$ cat config.mk
export PLATFORM = sky130hd
export DESIGN_NAME = arbiter_rr_queue
export DESIGN_NICKNAME = d
export VERILOG_FILES = /design/src/rtl/arbiter_rr_queue.sv
export SDC_FILE = /design/constraint.sdc
export NUM_CORES = 1
export LEC_CHECK = 0
export ABC_AREA = 1
export CORE_UTILIZATION = 52
export DETAILED_ROUTE_END_ITERATION = 7
export PLACE_DENSITY = 0.77
export SLEW_MARGIN = 20
export SYNTH_ARGS = -nofsm -noshare
export SYNTH_HDL_FRONTEND = slang
export SYNTH_SLANG_ARGS = --single-unit
$ cat constraint.sdc
create_clock -name clk -period 4.04 [get_ports clk]
set_clock_uncertainty 0.15 [all_clocks]
set_input_delay 0.808 -clock clk [delete_from_list [all_inputs] [get_ports clk]]
set_output_delay 0.808 -clock clk [all_outputs]
set_load 0.1 [all_outputs]
$ cat src/rtl/arbiter_rr_queue.sv
// Merges TOTAL producer channels, each buffered by a DEPTH-entry FIFO, onto one valid/ready bus.
// Grants are fixed-priority (MODE=0) or round-robin (MODE=1), one grant per IDLE/GRANT pair.
module arbiter_rr_queue #(
   parameter  int TOTAL = 4,
   parameter  int WIDTH = 8,
   parameter  int DEPTH = 4,
   parameter  int MODE  = 1,
   localparam int SEL_W = $clog2(TOTAL)
) (
   input  logic                   clk,
   input  logic                   rst,
   input  logic [TOTAL-1:0]       rdy,
   input  logic [TOTAL*WIDTH-1:0] bus_in,
   output logic [TOTAL-1:0]       busy,
   output logic [TOTAL-1:0]       overflow,
   output logic [WIDTH-1:0]       bus_out,
   output logic                   out_valid,
   input  logic                   out_rdy,
   output logic                   out_stb,
   output logic [SEL_W-1:0]       out_selected
);

   localparam int PTR_W = $clog2(DEPTH);
   localparam int CNT_W = PTR_W + 1;

   localparam logic [0:0] ST_IDLE  = 1'b0;
   localparam logic [0:0] ST_GRANT = 1'b1;

   logic [WIDTH-1:0] mem    [TOTAL][DEPTH];
   logic [PTR_W-1:0] wr_ptr [TOTAL];
   logic [PTR_W-1:0] rd_ptr [TOTAL];
   logic [CNT_W-1:0] count  [TOTAL];

   logic [TOTAL-1:0] push;
   logic [TOTAL-1:0] pop;
   logic [TOTAL-1:0] nonempty;
   logic [0:0]       state;
   logic [SEL_W-1:0] last;
   logic [SEL_W-1:0] pick;
   logic             pick_vld;

   // busy comes from the pre-edge count, so a push to a full FIFO is dropped even if it is popped now
   always_comb begin
      for (int i = 0; i < TOTAL; i++) begin
         busy[i]     = (count[i] == CNT_W'(DEPTH));
         nonempty[i] = (count[i] != '0);
         push[i]     = rdy[i] & ~busy[i];
         pop[i]      = out_stb & (out_selected == SEL_W'(i));
      end
   end

   // Search order starts at index 0 (fixed) or just after the last grant (round-robin)
   always_comb begin
      int               idx;
      logic [SEL_W-1:0] cand;
      pick     = '0;
      pick_vld = 1'b0;
      idx      = 0;
      cand     = '0;
      for (int k = 0; k < TOTAL; k++) begin
         if (MODE == 0) begin
            idx = k;
         end else begin
            idx = int'(last) + 1 + k;
            if (idx >= TOTAL) idx = idx - TOTAL;
         end
         cand = SEL_W'(idx);
         if (!pick_vld && nonempty[cand]) begin
            pick_vld = 1'b1;
            pick     = cand;
         end
      end
   end

   always_ff @(posedge clk) begin
      for (int i = 0; i < TOTAL; i++) begin
         if (push[i]) mem[i][wr_ptr[i]] <= bus_in[WIDTH*i +: WIDTH];
      end
   end

   always_ff @(posedge clk) begin
      if (rst) begin
         for (int i = 0; i < TOTAL; i++) begin
            wr_ptr[i]   <= '0;
            rd_ptr[i]   <= '0;
            count[i]    <= '0;
            overflow[i] <= 1'b0;
         end
      end else begin
         for (int i = 0; i < TOTAL; i++) begin
            if (push[i]) wr_ptr[i] <= wr_ptr[i] + 1'b1;
            if (pop[i])  rd_ptr[i] <= rd_ptr[i] + 1'b1;
            if (push[i] && !pop[i])      count[i] <= count[i] + 1'b1;
            else if (pop[i] && !push[i]) count[i] <= count[i] - 1'b1;
            if (rdy[i] && busy[i]) overflow[i] <= 1'b1;
         end
      end
   end

   // Grant FSM: a grant is held unchanged until the consumer takes it
   always_ff @(posedge clk) begin
      if (rst) begin
         state        <= ST_IDLE;
         out_selected <= '0;
         last         <= SEL_W'(TOTAL - 1);
      end else begin
         case (state)
            ST_IDLE: begin
               if (pick_vld) begin
                  state        <= ST_GRANT;
                  out_selected <= pick;
                  last         <= pick;
               end
            end
            ST_GRANT: begin
               if (out_rdy) state <= ST_IDLE;
            end
            default: state <= ST_IDLE;
         endcase
      end
   end

   assign out_valid = (state == ST_GRANT);
   assign out_stb   = out_valid & out_rdy;
   assign bus_out   = mem[out_selected][rd_ptr[out_selected]];

endmodule
# --- Yosys cells after proc, flatten, opt, wreduce, memory -nomap -nowiden ---
# Memory sizes are Yosys's and may differ from the RTL's. A register that Yosys moved wholly into a read port is not among the register bits.
# Cells that the tools add are included.
totals:
  register_bits: 9
  ramBits: 156
  mem_count: 4
  inputBits: 39
  elab_cells: 242
  out_inout_bits: 20
op_classes:
  eq_ne: 7
  n_mux: 112
  n_bitwise: 35
  n_reduce_logical: 36
  magnitude_cmp: 17
  addsub: 24
memory_table:
  columns: ["memory", "words", "word_bits", "read_ports", "rd_ports_with_merged_regs", "write_ports", "line", "text"]
  rows:
  - ["mem", 4, 32, 1, 1, 4, "29", "logic [WIDTH-1:0] mem [TOTAL][DEPTH];"]
  - ["count", 4, 3, 4, 0, 4, "32", "logic [CNT_W-1:0] count [TOTAL];"]
  - ["rd_ptr", 4, 2, 5, 1, 4, "31", "logic [PTR_W-1:0] rd_ptr [TOTAL];"]
  - ["wr_ptr", 4, 2, 4, 0, 4, "30", "logic [PTR_W-1:0] wr_ptr [TOTAL];"]
ops:
  columns: ["op", "count"]
  rows:
  - ["two-way mux 32 bit", 4]
  - ["demux 8 bit (select 2 bit)", 4]
  - ["two-way mux 1 bit", 64]
  - ["two-way mux 8 bit", 6]
  - ["two-way mux 2 bit", 20]
  - ["two-way mux 3 bit", 8]
  - ["logical AND 1 bit", 19]
  - ["greater-or-equal comparator 3 bit, second input constant", 6]
  - ["adder 2 x 1 -> 2 bit, second input constant", 8]
  - ["binary-select mux 8 bit (select 2 bit)", 1]
  - ["bitwise OR 1 bit", 16]
  - ["inverter 2 -> 3 bit", 5]
  - ["adder 3 x 1 -> 3 bit, second input constant", 4]
  - ["equality test 3 bit, second input constant", 4]
  - ["greater-or-equal comparator 4 x 3 -> 1 bit, second input constant", 3]
  - ["< comparator 2 x 3 -> 1 bit, second input constant", 4]
  - ["< comparator 3 x 1 -> 1 bit, second input constant", 4]
  - ["nonzero test 3 bit", 4]
  - ["subtractor 3 x 1 -> 3 bit, second input constant", 4]
  - ["zero test 1 bit", 11]
  - ["AND 1 bit", 9]
  - ["adder 3 x 2 -> 4 bit, second input constant", 2]
  - ["binary-select mux 1 bit (select 2 bit)", 4]
  - ["subtractor 2 x 1 -> 2 bit, second input constant", 4]
  - ["other kinds (8)", 13]

# --- Depth between registers and ports, before layout ---
# Gate-level depths: netlist of the first run.
logic_depth:
  ltp_word: 18
  ltp_mapped: 12
  mapped_depth_nobuf: 12

# --- Least setup slack after synthesis of the first run ---
# OpenSTA, ideal clock, no wires.
synth_timing:
  path_kind: "reg-to-output"
  start: "reg (tool-made name)"
  end: "out bus_out[0]"
  t_required_ns: 3.082
  t_arrival_ns: 2.587
  path_buffers: 1
  setup_slack_ns: 0.495
  stages_incl_launch_ff: 8
  cell_sequence: "dfxtp_1 inv_2 a21oi_1 a32oi_4 inv_4 buf_4 o21ai_1 o22ai_1"
synth_rtl:
  columns: ["element", "line", "text"]
  rows:
  - ["end, declared", "16", "output logic [WIDTH-1:0] bus_out,"]

==> results of run 1 <==
==> layer usage <==
metal | GRT usage [%] | share of wire, %
met1 | 29.68 | 39
met2 | 41.82 | 49
met3 | 5.297 | 7.5
met4 | 15.40 | 4.6
met5 | 0 | 0
==> area by class of cell <==
type / count / area, um^2
fillers: 1064 / 5081
flip-flops and latches: 167 / 4906
inverters: 75 / 286.5
repair buffers: 77 / 790.8
clock buffers: 18 / 429.2
well taps: 180 / 225.2
clock inverters: 12 / 112.6
multi-input cells: 404 / 2211
==> flip-flops by register name, indices dropped and copies added, names as in the netlist, named ones only <==
register,count
count,12
out_valid,1
last,2
rd_ptr,8
wr_ptr,8
mem,128
overflow,4
out_selected,2
==> placed cells by master, fill, tap and decap left out, drive strengths merged <==
master	count
o211ai	1
nand4	1
inv	74
a21boi	1
nor3	10
nand2	63
clkbuf	18
clkinvlp	3
xor2	5
ha	19
o21ai	78
nor2	128
a32oi	1
mux2	3
clkinv	8
a21oi	11
clkdlybuf4s50	45
buf	32
o22ai	41
xnor2	6
nand3	25
bufinv	2
edfxtp	156
dfxtp	11
o21bai	8
fa	3
==> power groups by stage <==
| stage | Clock, mW | Sequential, mW | Combinational, mW |
|---|---|---|---|
| 2_1_floorplan | 0 | 2.18 | 1.57 |
| 3_3_place_gp | 0 | 2.14 | 2.26 |
| 3_5_place_dp | 0 | 2.14 | 2.32 |
| 4_1_cts | 1.53 | 2.11 | 2.33 |
| 5_1_grt | 1.59 | 2.12 | 2.48 |
| 6_report | 1.51 | 2.11 | 2.34 |
==> metrics by stage <==
step | cells | instance area, um^2 | hold slack, ns | total power, mW | setup WS, ns
after floorplan | 674 | 7548 | 0.4032 | 3.750 | 0.4949
after global placement | 903 | 8419 | 0.2884 | 4.403 | 0.7838
after detailed placement | 903 | 8419 | 0.2921 | 4.464 | 0.6806
after CTS | 933 | 8961 | 0.3016 | 5.965 | 0.2080
after global routing | 933 | 8961 | 0.3359 | 6.190 | 0.04987
final | 933 | 8961 | 0.3000 | 5.959 | 0.1607
==> Yosys cell counts (all sizes together) <==
master,count
o21bai,8
edfxtp,156
xnor2,6
a21boi,1
ha,19
inv,74
buf,17
a32oi,1
nand3,25
mux2,3
nor3,10
fa,3
dfxtp,11
nand4,1
o21ai,78
o22ai,41
xor2,5
nor2,128
clkinv,1
clkbuf,11
nand2,63
o211ai,1
a21oi,11
==> kinds of logic (layout without fill, tap and decap cells) <==
kind of cell,after synthesis,count (layout),synth area share [%]
AOI/OAI and AO/OA,141,141,10.84
xor gates and xnor gates,11,11,1.624
adders and majority gates,22,22,3.945
buffers and inverters,103,182,5.735
DFF,167,167,64.98
muxes,3,3,0.4475
and+or+nand+nor,227,227,12.43
==> path summary, 6_finish.rpt <==
kind / start / endpoint / slack [ns] / cells past startpoint
min reg2reg: overflow[2]$_SDFFE_PP0P_ / overflow[2]$_SDFFE_PP0P_ / 0.30 / 2
max: register / bus_out[7] / 0.16 / 7
min: overflow[2]$_SDFFE_PP0P_ / overflow[2]$_SDFFE_PP0P_ / 0.30 / 2
max reg2reg: count[1][0]$_SDFFCE_PN0P_ / count[1][2]$_SDFFCE_PN0P_ / 1.54 / 8
==> worst min-delay path: cells and delay by family, from the launching register on <==
family | cells | cell delay, ns
DFF | 1 | 0.31
AOI/OAI and AO/OA | 1 | 0.05
buffers and inverters | 1 | 0.04
==> summary.md, run 1 <==
| Metric | Value |
|---|---|
| Status | `finished clean` |
| CTS resizes | `0` |
| Largest net degree at the start of global routing | `69` |
| Synth Net Count | `735` |
| I/O pins | `59` |
| Global placer's final weighted congestion | `0.9123` |
| Hold Crit Class | `reg -> reg` |
| Detailed-route DRC error count | `0` |
| Critical path class | `reg -> out` |
| Final worst path period share | `96.02%` |
| Area of the core | `14,040 um^2` |
| Max H-tree Level | `4` |
| Max Transition Viols Final | `0` |
| DPL Wire Length | `11.90 mm` |
| Ant. Diodes | `0` |
| First-pass GRT wire length | `26.92 mm` |
| Num rows | `43` |
| Initial antenna violation count | `0` |
| Leakage | `3.363 nW` |
| First-pass DRT Iterations | `7` |
| Area grow syn2layout | `18.71%` |
| Initial core utilization | `53.76%` |
| Worst EP arrival | `2.92 ns` |
| Register area share after synthesis | `64.98%` |
| Slowest stage cell, crit path | `a32oi_4` |
| Final Hold Viols | `0` |
| Die Wd | `122.5 um` |
| Layout net count | `803` |
| PortBufs | `58` |
| Die area | `15,000 um^2` |
| Kind of cell adding the most delay to the critical path | `compound AO/OA/AOI/OAI gates` |
| Sink Count | `167` |
| Num CTS Buffers | `17` |
| NetSw | `2.302 mW` |
| Wire length per cell | `18.82 um` |
| CP Max Fanout | `68` |
| Minimum clock period | `3.879 ns` |
| Internal | `3.656 mW` |
| #FFs+latches synth | `167` |
| Clock slew at reported path FFs | `0.06 ns` |
| Cell accounting for the most synthesized area | `edfxtp_1` |
| Layout Utilization | `63.82%` |
| DR vias/cell | `5.642` |
| Root cell of the clock tree | `clkbuf_16` |
| Number of unique standard cell types used by synthesis | `35` |
| Vias in the first global route | `5,368` |
| Max IR drop VDD | `325.9 uV` |
| Syn avg cell area | `11.20 um^2` |
| Gate power share | `39.3%` |
| CP startpoint kind | `register` |
| CTS hold repair buffers | `0` |
| Ys Warns | `0` |
| Share of cells above drive strength 1 | `10.89%` |
| Sequential share of power | `35.4%` |
| Post-CTS setup buffers | `0` |
| CTS tree | `done` |
| Worst-Margin Slew | `0.9796 ns` |
| Final wirelength | `17.56 mm` |
| GRT Util Overall | `25.07%` |
| Maximum buffer depth of the clock tree | `2` |
| Synth top area cells | `edfxtp_1 (62%), nor2_1 (6.2%), o21ai_0 (4.4%)` |
| Gr ovfl total | `0` |
| Setup_tns | `0 ns` |
| Required time at the worst-slack endpoint | `3.08 ns` |
| Iteration-0 DRC Markers | `598` |
| RSZ-0062 raised after global routing | `false` |
| Synth Instances | `674` |
| Delay of the slowest cell on the worst path | `0.66 ns` |
| Max Fclk | `0.2578 GHz` |
| Buf+Inv Stages, Crit Path | `3` |
| CP cell instances | `buf_4 > a21oi_1 > a32oi_4 > inv_4 > o21bai_1 > o22ai_1 > buf_12` |
| Slew headroom | `34.49%` |
| Synth top area share | `62.06%` |
| Pwr dens | `664.9 nW/um^2` |
| Final setup fails | `0` |
| DR vias | `5,264` |
| Die Y | `122.5 um` |
| ANT nets after route | `0` |
| MaxCap Viol Count | `0` |
| Skew-Pair Late Insertion Delay | `0.43 ns` |
| Net switching fraction of the power | `38.64%` |
| Clock power share | `25.3%` |
| Crit end category | `output pin` |
| Netlist Area Pre-Place | `7548 um^2` |
(Power assumes the default switching activity.)
==> run 2: changes to the inputs <==
Settings changed: HOLD_SLACK_MARGIN set to 0.02, SETUP_SLACK_MARGIN set to 0.5.
==> run 2 against run 1 <==
Effect of this change:
- critical path type unchanged
- worst setup slack improved by 0.54 ns
- die area unchanged
- core utilization about the same
- count of clock-buffer cells in the layout increased by 3
- register-to-register slack about the same
- sequential share of layout area about the same
- flip-flop and latch count unchanged
- combinational power increased by 8%
==> summary.md, run 2 (synthesized netlist as in run 1, its figures left out) <==
| Metric | Value |
|---|---|
| Slew headroom | `31.39% (was 34.49%)` |
| Global placer's final weighted congestion | `0.9229 (was 0.9123)` |
| Gr ovfl total | `0 (unchanged)` |
| Final Hold Viols | `0 (unchanged)` |
| Max Transition Viols Final | `0 (unchanged)` |
| Post-Layout Cell Count | `931 (was 933)` |
| Largest net degree at the start of global routing | `65 (was 69)` |
| Initial core utilization | `53.76% (unchanged)` |
| Die area | `15,000 um^2 (unchanged)` |
| Pre-CTS WS | `0.9178 ns (was 0.6806 ns)` |
| Setup ws final | `0.6975 ns (was 0.1607 ns)` |
| Post-place instance area | `8394 um^2 (was 8419 um^2)` |
| Critical path class | `reg -> out (unchanged)` |
| Leakage | `3.347 nW (was 3.363 nW)` |
| Required time at the worst-slack endpoint | `3.08 ns (about the same)` |
| Hold Path Stages | `2 (unchanged)` |
| Area grow syn2layout | `18.63% (was 18.71%)` |
| Cells on worst reg2reg path | `8 (unchanged)` |
| I/O pins | `59 (unchanged)` |
| Worst-Margin Slew | `1.025 ns (was 0.9796 ns)` |
| RSZ-0062 raised after global routing | `false (unchanged)` |
| Detailed-route DRC error count | `0 (unchanged)` |
| MaxCap Viol Count | `0 (unchanged)` |
| First-pass GRT wire length | `26.40 mm (was 26.92 mm)` |
| Layout filler cell count | `1,055 (was 1,064)` |
| Final setup fails | `0 (unchanged)` |
| DR vias/cell | `5.744 (was 5.642)` |
| Most frequent cells in the layout | `edfxtp_1 (156), nor2_1 (125), inv_1 (70) (unchanged)` |
| Status | `finished clean (unchanged)` |
| Wire length per cell | `18.84 um (was 18.82 um)` |
| Final Cell Area | `8955 um^2 (was 8961 um^2)` |
| PortBufs | `58 (unchanged)` |
| Num rows | `43 (unchanged)` |
| Skew-Pair Late Insertion Delay | `0.42 ns (was 0.43 ns)` |
| Layout Utilization | `63.77% (was 63.82%)` |
| Clock slew at reported path FFs | `0.06 ns (about the same)` |
| Crit end category | `output pin (unchanged)` |
| CTS hold repair buffers | `0 (unchanged)` |
| Setup_tns | `0 ns (unchanged)` |
| Maximum buffer depth of the clock tree | `2 (unchanged)` |
| DR vias | `5,348 (was 5,264)` |
| GRT Util Overall | `24.60% (was 25.07%)` |
| Pwr dens | `672.5 nW/um^2 (was 664.9 nW/um^2)` |
| ANT nets after route | `0 (unchanged)` |
| Worst EP arrival | `2.38 ns (was 2.92 ns)` |
| Num CTS Buffers | `17 (unchanged)` |
| Commonest non-fill, non-tap cell in the layout | `edfxtp_1 (unchanged)` |
| Vias in the first global route | `5,315 (was 5,368)` |
| DPL Wire Length | `11.84 mm (was 11.90 mm)` |
| First-pass DRT Iterations | `7 (unchanged)` |
| Final worst path period share | `82.74% (was 96.02%)` |
| Max IR drop VDD | `419.0 uV (was 325.9 uV)` |
| Final wirelength | `17.54 mm (was 17.56 mm)` |
| Share of cells above drive strength 1 | `11.33% (was 10.89%)` |
| Initial antenna violation count | `1 (was 0)` |
| Area of the core | `14,040 um^2 (unchanged)` |
| Die Y | `122.5 um (unchanged)` |
| CP Max Fanout | `64 (was 68)` |
| CTS tree | `done (unchanged)` |
| Minimum clock period | `3.343 ns (was 3.879 ns)` |
| Placed instance count | `893 (was 903)` |
| Max reg flops | `128 (unchanged)` |
| Iteration-0 DRC Markers | `487 (was 598)` |
| Max Fclk | `0.2992 GHz (was 0.2578 GHz)` |
| Hold Crit Class | `reg -> reg (unchanged)` |
| Root cell of the clock tree | `clkbuf_16 (unchanged)` |
| CP startpoint kind | `register (unchanged)` |
| Design Power | `6.022 mW (was 5.959 mW)` |
| Max H-tree Level | `4 (unchanged)` |
| Worst Hold Slack | `0.3012 ns (was 0.3000 ns)` |
| Layout net count | `798 (was 803)` |
| Sink Count | `167 (unchanged)` |
| Die Wd | `122.5 um (unchanged)` |
## run 2: final cells by class
cell class | count | area, um^2 | share of cell area, %
diodes | 1 | 2.502 | 0.02794
clock buffers | 21 | 440.4 | 4.918
clock inverters | 11 | 60.06 | 0.6707
inverters | 75 | 286.5 | 3.200
multi-input cells | 404 | 2268 | 25.33
flip-flops and latches | 167 | 4906 | 54.79
well taps | 180 | 225.2 | 2.515
repair buffers | 72 | 765.7 | 8.551
## run 2: path summary, 6_finish.rpt
kind,start,end,slack (ns)
worst max-delay path,register,bus_out[1],0.70
worst min-delay path,overflow[0]$_SDFFE_PP0P_,overflow[0]$_SDFFE_PP0P_,0.30
worst max register to register,count[0][0]$_SDFFCE_PN0P_,count[0][2]$_SDFFCE_PN0P_,1.54
worst min register to register,overflow[0]$_SDFFE_PP0P_,overflow[0]$_SDFFE_PP0P_,0.30
## run 2: layer usage
layer / track usage [%] / up-vias / share of wire, %
met1: 27.14 / 2536 / 36
li1: - / 2463 / -
met4: 14.86 / 0 / 4.8
met2: 43.05 / 292 / 52
met5: 0 / - / 0
met3: 5.669 / 57 / 7.9
## run 2: worst max-delay path, cell delays in order (launching register included)
cell      delay [ns]
dfxtp_2         0.35
inv_2           0.09
buf_4           0.47
o21ai_0         0.20
o22ai_1         0.20
o21bai_1        0.15
o22ai_2         0.28
buf_12          0.22
## run 2: timing repair
action,CTS,global route
pin swaps,1,1
endpoints found under the setup margin,5,8
resized for setup,0,1
hold endpoints to repair,0,0
gates cloned,0,0
buffers inserted,3,2
## run 2: where the power goes
group	leakage (nW)	switching [mW]	internal [mW]
clock	0.243	0.611	0.773
combinational	1.54	1.71	0.816
sequential	1.56	0.0867	2.03
total	3.35	2.40	3.62
